--- config.mk ---
export PLATFORM = sky130hd
export DESIGN_NAME = uart_32_bit_rx
export DESIGN_NICKNAME = d
export VERILOG_FILES = /design/src/rtl/uart_32_bit_rx.sv
export SDC_FILE = /design/constraint.sdc
export NUM_CORES = 1
export LEC_CHECK = 0
export ABC_AREA = 1
export BUFFER_PORTS_ARGS = -buffer_cell sky130_fd_sc_hd__buf_2
export CAP_MARGIN = 40
export CORE_MARGIN = 10
export CORE_UTILIZATION = 25
export CTS_CLUSTER_DIAMETER = 150
export DETAILED_ROUTE_END_ITERATION = 10
export GPL_ROUTABILITY_DRIVEN = 0
export SLEW_MARGIN = 10
export SYNTH_ARGS = -nofsm -noshare
export SYNTH_HDL_FRONTEND = slang
export SYNTH_SLANG_ARGS = --single-unit
--- constraint.sdc ---
create_clock -name clk -period 1.95 [get_ports clk]
set_clock_uncertainty 0.2 [all_clocks]
set_input_delay 0 -clock clk [delete_from_list [all_inputs] [get_ports clk]]
set_output_delay 0 -clock clk [all_outputs]
set_load 0.01 [all_outputs]
--- src/rtl/uart_32_bit_rx.sv ---
// uart_32_bit_rx: oversampled 8N1 receiver assembling four little-endian bytes into one 32-bit word
module uart_32_bit_rx #(
  parameter int OVERSAMPLE = 16,
  parameter int GAP_BITS   = 20
) (
  input  logic        clk,
  input  logic        rst,
  input  logic        baud_tick,
  input  logic        rx,
  output logic [31:0] rx_data,
  output logic        rx_valid,
  output logic        frame_err,
  output logic        gap_err,
  output logic        busy
);
  localparam int TW      = $clog2(OVERSAMPLE);
  localparam int GAP_LIM = GAP_BITS * OVERSAMPLE;
  localparam int GW      = $clog2(GAP_LIM + 1);
  typedef enum logic [1:0] {IDLE, START, DATA, STOP} state_t;
  state_t      state_q, state_d;
  logic        meta_q, sync_q;
  logic [TW-1:0] tick_q, tick_d;
  logic [GW-1:0] gap_q, gap_d;
  logic [2:0]  bit_q, bit_d;
  logic [7:0]  shift_q, shift_d;
  logic [23:0] asm_q, asm_d;
  logic [1:0]  byte_cnt_q, byte_cnt_d;
  logic [31:0] data_q, data_d;
  logic        valid_q, valid_d, ferr_q, ferr_d, gerr_q, gerr_d;
  logic        tick_end, half_end;
  assign tick_end = tick_q == TW'(OVERSAMPLE - 1);
  assign half_end = tick_q == TW'(OVERSAMPLE / 2 - 1);
  always_comb begin
    state_d    = state_q;
    tick_d     = tick_q;
    gap_d      = gap_q;
    bit_d      = bit_q;
    shift_d    = shift_q;
    asm_d      = asm_q;
    byte_cnt_d = byte_cnt_q;
    data_d     = data_q;
    valid_d    = 1'b0;
    ferr_d     = 1'b0;
    gerr_d     = 1'b0;
    if (baud_tick) begin
      case (state_q)
        IDLE: begin
          if (!sync_q) begin
            state_d = START;
            tick_d  = '0;
            gap_d   = '0;
          end else if (byte_cnt_q != 2'd0) begin
            gap_d = gap_q + GW'(1);
            if (gap_q == GW'(GAP_LIM - 1)) begin
              gerr_d     = 1'b1;
              byte_cnt_d = 2'd0;
              gap_d      = '0;
            end
          end
        end
        START: begin
          tick_d = half_end ? '0 : tick_q + TW'(1);
          if (half_end) state_d = sync_q ? IDLE : DATA;
        end
        DATA: begin
          tick_d = tick_end ? '0 : tick_q + TW'(1);
          if (tick_end) begin
            shift_d = {sync_q, shift_q[7:1]};
            bit_d   = bit_q + 3'd1;
            if (bit_q == 3'd7) state_d = STOP;
          end
        end
        default: begin
          tick_d = tick_end ? '0 : tick_q + TW'(1);
          if (tick_end) begin
            state_d = IDLE;
            if (!sync_q) begin
              ferr_d     = 1'b1;
              byte_cnt_d = 2'd0;
            end else begin
              // bytes enter from the top so the first byte ends up in bits 7:0
              asm_d      = {shift_q, asm_q[23:8]};
              byte_cnt_d = byte_cnt_q + 2'd1;
              if (byte_cnt_q == 2'd3) begin
                data_d  = {shift_q, asm_q};
                valid_d = 1'b1;
              end
            end
          end
        end
      endcase
    end
  end
  always_ff @(posedge clk or negedge rst) begin
    if (!rst) begin
      meta_q     <= 1'b1;
      sync_q     <= 1'b1;
      state_q    <= IDLE;
      tick_q     <= '0;
      gap_q      <= '0;
      bit_q      <= '0;
      shift_q    <= '0;
      asm_q      <= '0;
      byte_cnt_q <= '0;
      data_q     <= '0;
      valid_q    <= 1'b0;
      ferr_q     <= 1'b0;
      gerr_q     <= 1'b0;
    end else begin
      meta_q     <= rx;
      sync_q     <= meta_q;
      state_q    <= state_d;
      tick_q     <= tick_d;
      gap_q      <= gap_d;
      bit_q      <= bit_d;
      shift_q    <= shift_d;
      asm_q      <= asm_d;
      byte_cnt_q <= byte_cnt_d;
      data_q     <= data_d;
      valid_q    <= valid_d;
      ferr_q     <= ferr_d;
      gerr_q     <= gerr_d;
    end
  end
  assign rx_data   = data_q;
  assign rx_valid  = valid_q;
  assign frame_err = ferr_q;
  assign gap_err   = gerr_q;
  assign busy      = (state_q != IDLE) || (byte_cnt_q != 2'd0);
endmodule

==> impl_metrics.yaml, run 1 <==
sta:
  fmax_mhz: 551.9
  hold_viol_final: 0
  min_period_ps: 1812
  slew_violations: 0
  period_share: 0.9292
  slew_headroom: 0.6860
  setup_viol: 0
  setup_ws_ps: 138.0
  worstMarginPinSlew_ps: 471.0
clocking:
  htree_num_levels: 3
  cts-root-buf: "clkbuf_16"
  cts_buffer_depth: 2
  clk_latency_ps: 340
  clk_pin_slew_ps: 60
  clock-sinks: 89
  cts_tree: "built"
  cts_made_buffers: 9
finish:
  n_antenna_cell: 0
  drive_gt1_frac: 0.1656
  nNetsFinal: 492
  syn2layout_area_growth_pct: 22.57
  nFillCells: 1520
  stdcell_area_um2: 4641
job:
  maxCapViolCount: 0
drt:
  ant_nets: 0
  postRouteWirelength_um: 7896
  vias: 2802
  drc: 0
  drt_pass1_iterations: 4
  routed_via_density: 4.201
  drtIter0Drc: 195
  wl_per_cell_um: 11.84
die:
  core_um2: 14700
  dieWidth_um: 143.1
  rows: 44
  io_pins: 40
  start_util: 0.2576
  die_area_um2: 20470
  die_y_um: 143.1
placed_design:
  port-buffer-count: 39
  place_ws_ps: 10.37
  dpl.hpwl_um: 5530
  placement.cell_area_um2: 4224
worst_setup_path:
  crit_required_ps: 1980
  cp-startpoint: "state_q[1]$_DFFE_PN0P_"
  path_max_fanout: 7
  path_class: "register to register"
  critPathLaunchType: "register"
  arrival_ps: 1840
  worstReg2RegStart: "state_q[1]$_DFFE_PN0P_"
  critPathCaptureType: "register"
synthesis:
  synth_compound_area_frac: 0.09253
  yosysWarnings: 0
  synth_enable_flop_cells: 0
  synth_ff_type: "dfrtp_1"
  synth.mux.area_fraction: 0
  synth.top_cell.area_share: 0.5750
  synth.avg_cell_area_um2: 8.909
  synth_top_family_by_area: "simple AND/OR/NAND/NOR gates"
  synth_xor_area_frac: 0.006940
  yosysSeqAreaShare: 0.5889
  yosys.area_share.simple: 0.1989
  async_flop_share: 1.000
  synthAdderAreaFrac: 0.03305
  yosys.area.top_type: "dfrtp_1"
  ys_ff_latch: 89
  syn_nets: 439
  synth_cell_type_count: 23
  synthCells: 425
  synth_area_um2: 3786
  synth.area.top_cells: "dfrtp_1 58%, nand2_1 14%, o21ai_1 5.2%"
power:
  ir_drop_v: 0.0004749
  p_total_w: 0.004664
  p_leak_nw: 2.308
  power_density_nw_per_um2: 1005
global_route:
  grt_start_max_net_pins: 49
  grt_pass1_wl_um: 13670
  grt_overflow: 0
  antenna_found_initial: 0
  grt_use_total: 0.08181
  grt_pass1_vias: 2814
outcome:
  outcome: "finished, final reports clean"
hold_path:
  min_path_type: "input pin to async pin"
## cell usage in the layout (no fill, tap or decap), types with 5 or more instances in the layout
master	count
o21ai_1	39
nor3_1	5
buf_2	38
nand2_1	137
ha_1	9
nor2_1	24
inv_1	50
clkbuf_16	9
buf_4	11
dfrtp_1	87
o21ai_0	25
nand3_1	14
## cell usage after synthesis, types with 2 or more instances
cell      instances
nand3_2           2
o21ai_1          39
dfstp_2           2
nor3_1            5
nand3_1          14
o21ai_0          25
dfrtp_1          87
xnor2_1           3
nor2_1           25
inv_2             3
nand2_1         137
clkbuf_1          6
ha_1             10
inv_1            50
a21oi_1           4
buf_6             6
## logic make-up after synthesis
group / after synthesis
and+or+nand+nor: 187
AOI/OAI and AO/OA: 69
DFF: 89
xor gates and xnor gates: 3
buffers and inverters: 67
adders and majority gates: 10
## registers in the layout, indices dropped and copies added, names as in the netlist
signal,cells
rx_data,32
bit_q,3
meta_q,1
state_q,2
asm_q,24
shift_q,8
rx_valid,1
frame_err,1
byte_cnt_q,2
sync_q,1
tick_q,4
gap_err,1
gap_q,9
## cell type report
type,instances,area (um^2),area share
flip-flops and latches,89,2230,0.4805
multi-input cells,269,1272,0.2742
repair buffers,56,382.9,0.08250
well taps,184,230.2,0.04961
clock buffers,10,229.0,0.04934
inverters,53,198.9,0.04287
clock inverters,6,97.59,0.02103
## worst max-delay path, cell delays in order, from the launching register on
cell and delay (ps):
dfrtp_1 410, inv_1 110, ha_2 220, nand2_1 120, nand2_2 110, inv_1 90
nand2_1 100, nor2_4 140, nand2_1 90, nand2_1 70, nand2_1 40
## metal layers
| layer | GRT usage | share of wire | up-vias |
|---|---|---|---|
| li1 | - | - | 1438 |
| met1 | 0.1028 | 0.48 | 1295 |
| met2 | 0.1274 | 0.44 | 58 |
| met3 | 0.02653 | 0.064 | 11 |
| met4 | 0.03203 | 0.014 | 0 |
| met5 | 0 | 0 | - |
## stage by stage
stage / setup TNS, ps / instances / util / hold slack (ps)
6_report: 0 / 667 / 0.3157 / 28.09
3_3_place_gp: 0 / 644 / 0.2874 / -260.6
2_1_floorplan: 0 / 425 / - / -495.6
4_1_cts: 0 / 664 / 0.3132 / 30.11
3_5_place_dp: 0 / 644 / 0.2874 / -253.1
5_1_grt: -36.45 / 667 / 0.3157 / 85.80
## power breakdown
| part | total [W] | internal, W | switching, W | leakage (nW) |
|---|---|---|---|---|
| logic | 0.000737 | 0.000283 | 0.000454 | 0.921 |
| registers | 0.00204 | 0.00195 | 0.0000949 | 1.23 |
| clock network | 0.00188 | 0.00114 | 0.000740 | 0.160 |
## path summary, 6_finish.rpt
check	to	slack, ps	cells after the start
max in group asynchronous	tick_q[0]$_DFFE_PN0P_	1250	3
max reg2reg	state_q[1]$_DFFE_PN0P_	140	10
min	asm_q[6]$_DFFE_PN0P_	30	3
min in group clk	meta_q$_DFF_PN1_	100	2
min reg2reg	sync_q$_DFF_PN1_	160	0
max	state_q[1]$_DFFE_PN0P_	140	10
## repair_timing
| action | in CTS | in global routing |
|---|---|---|
| endpoints found under the hold margin | 100 | 0 |
| setup endpoints to repair | 1 | 35 |
| pin swaps | 0 | 1 |
| hold buffers | 4 | 0 |
| resized for setup | 1 | 3 |
| setup buffers | 0 | 3 |
Note: power is estimated with default switching activity, not from simulation.
==> run 2, diff against run 1 <==
Settings changed: CTS_BUF_LIST from default to sky130_fd_sc_hd__clkbuf_4 sky130_fd_sc_hd__clkbuf_8.
==> impl_metrics.yaml, run 2 (same netlist as run 1, synthesis figures left out) <==
sta:
  hold_viol_final: 0
  setup_viol: 0
  slew_violations: 0
  setup_ws_ps: 156.0
  min_period_ps: 1794
  whs_ps: 85.73
  worstMarginPinSlew_ps: 375.3
  slew_headroom: 0.7498
  period_share: 0.9200
  fmax_mhz: 557.4
finish:
  final_cell_mix: "137 x nand2_1, 87 x dfrtp_1, 50 x inv_1"
  syn2layout_area_growth_pct: 20.36
  layout_commonest_cell: "nand2_1"
  nNetsFinal: 493
  nFillCells: 1534
  n_antenna_cell: 0
  largest_reg_flops: 32
  drive_gt1_frac: 0.1694
worst_setup_path:
  critPathLaunchType: "register"
  cpMostUsedCell: "nand2_1"
  critical_path.cell_chain: "inv_1 -> ha_2 -> nand2_1 -> nand2_2 -> inv_1 -> nand2_1 -> nor2_4 -> nand2_1 -> nand2_1 -> nand2_1"
  max_stage_delay_ps: 410
  critPathCaptureType: "register"
  cpMaxStageDelayCell: "dfrtp_1"
  critPathTopFamily: "simple AND/OR/NAND/NOR gates"
  arrival_ps: 1850
  cp_num_buf_inv: 2
  path_max_fanout: 7
  crit_required_ps: 2000
  path_class: "register to register"
outcome:
  outcome: "finished, final reports clean"
drt:
  routed_via_density: 4.166
  drt_pass1_iterations: 4
  postRouteWirelength_um: 7814
  drtIter0Drc: 218
  ant_nets: 0
  vias: 2783
  wl_per_cell_um: 11.70
  drc: 0
clocking:
  cts_made_buffers: 9
  clock-sinks: 89
  clk_latency_ps: 350
  htree_num_levels: 3
  cts-root-buf: "clkbuf_8"
  cts_tree: "built"
  cts_buffer_depth: 2
  clk_pin_slew_ps: 90
die:
  start_util: 0.2576
  die_area_um2: 20470
  core_um2: 14700
  rows: 44
  io_pins: 40
  dieWidth_um: 143.1
  die_y_um: 143.1
global_route:
  grt_pass1_vias: 2810
  grt_pass1_wl_um: 13660
  grt_start_max_net_pins: 49
  antenna_found_initial: 0
  grt_overflow: 0
  grt_use_total: 0.08175
placed_design:
  dpl.hpwl_um: 5530
  port-buffer-count: 39
  place_ws_ps: 10.37
power:
  p_total_w: 0.004217
  ir_drop_v: 0.0003148
  power_density_nw_per_um2: 925.3
  p_leak_nw: 2.269
hold_path:
  min_path_type: "input pin to register"
job:
  maxCapViolCount: 0
[run 2: final timing paths]
| check | from | endpoint | slack (ps) | cells past startpoint |
|---|---|---|---|---|
| worst min-delay path | rx | meta_q$_DFF_PN1_ | 90 | 2 |
| worst max register to register | state_q[0]$_DFFE_PN0P_ | state_q[1]$_DFFE_PN0P_ | 160 | 10 |
| worst min register to register | meta_q$_DFF_PN1_ | sync_q$_DFF_PN1_ | 160 | 0 |
| max in group asynchronous | rst | tick_q[0]$_DFFE_PN0P_ | 720 | 4 |
| min in group asynchronous | rst | asm_q[6]$_DFFE_PN0P_ | 560 | 4 |
| worst max-delay path | state_q[0]$_DFFE_PN0P_ | state_q[1]$_DFFE_PN0P_ | 160 | 10 |
[run 2: routing by layer]
layer	GRT usage	up-vias	wire, um
met1	0.1046	1286	3773
met4	0.02334	0	53
met5	0	-	0
li1	-	1433	-
met3	0.03085	7	519
met2	0.1257	57	3468
[run 2: power breakdown]
part           internal (W)  leakage (nW)  switching [W]
registers           0.00195          1.23      0.0000931
clock network      0.000757         0.117       0.000678
logic              0.000285         0.925       0.000456
[run 2: cell type report]
type | count | area (um^2) | share of cell area
Inverter | 53 | 198.9 | 0.04366
Sequential cell | 89 | 2230 | 0.4893
Clock buffer | 10 | 131.4 | 0.02883
Timing Repair Buffer | 57 | 392.9 | 0.08622
Clock inverter | 6 | 97.59 | 0.02142
Tap cell | 184 | 230.2 | 0.05052
Multi-Input combinational cell | 269 | 1276 | 0.2801
[run 2: worst reg2reg max path, cell delays in order (launching register included)]
cell and delay [ps]:
dfrtp_1 410, inv_1 90, ha_2 220, nand2_1 120
nand2_2 110, inv_1 90, nand2_1 100, nor2_4 150
nand2_1 90, nand2_1 70, nand2_1 40
[run 2: stage by stage]
step,cell area (um^2),TNS (ps),utilization,instances
after global routing,4557,-8.725,0.3100,668
after global placement,4224,0,0.2874,644
after detailed placement,4224,0,0.2874,644
after CTS,4516,0,0.3072,665
after floorplan,3786,0,-,425
final,4557,0,0.3100,668
[run 2: timing repair]
item                                    in CTS  in global routing
pin swaps                                    0                  1
hold buffers                                 5                  0
setup buffers                                0                  3
gates cloned                                 0                  0
hold endpoints to repair                   106                  0
endpoints found under the setup margin       1                 35
resized for setup                            1                  4
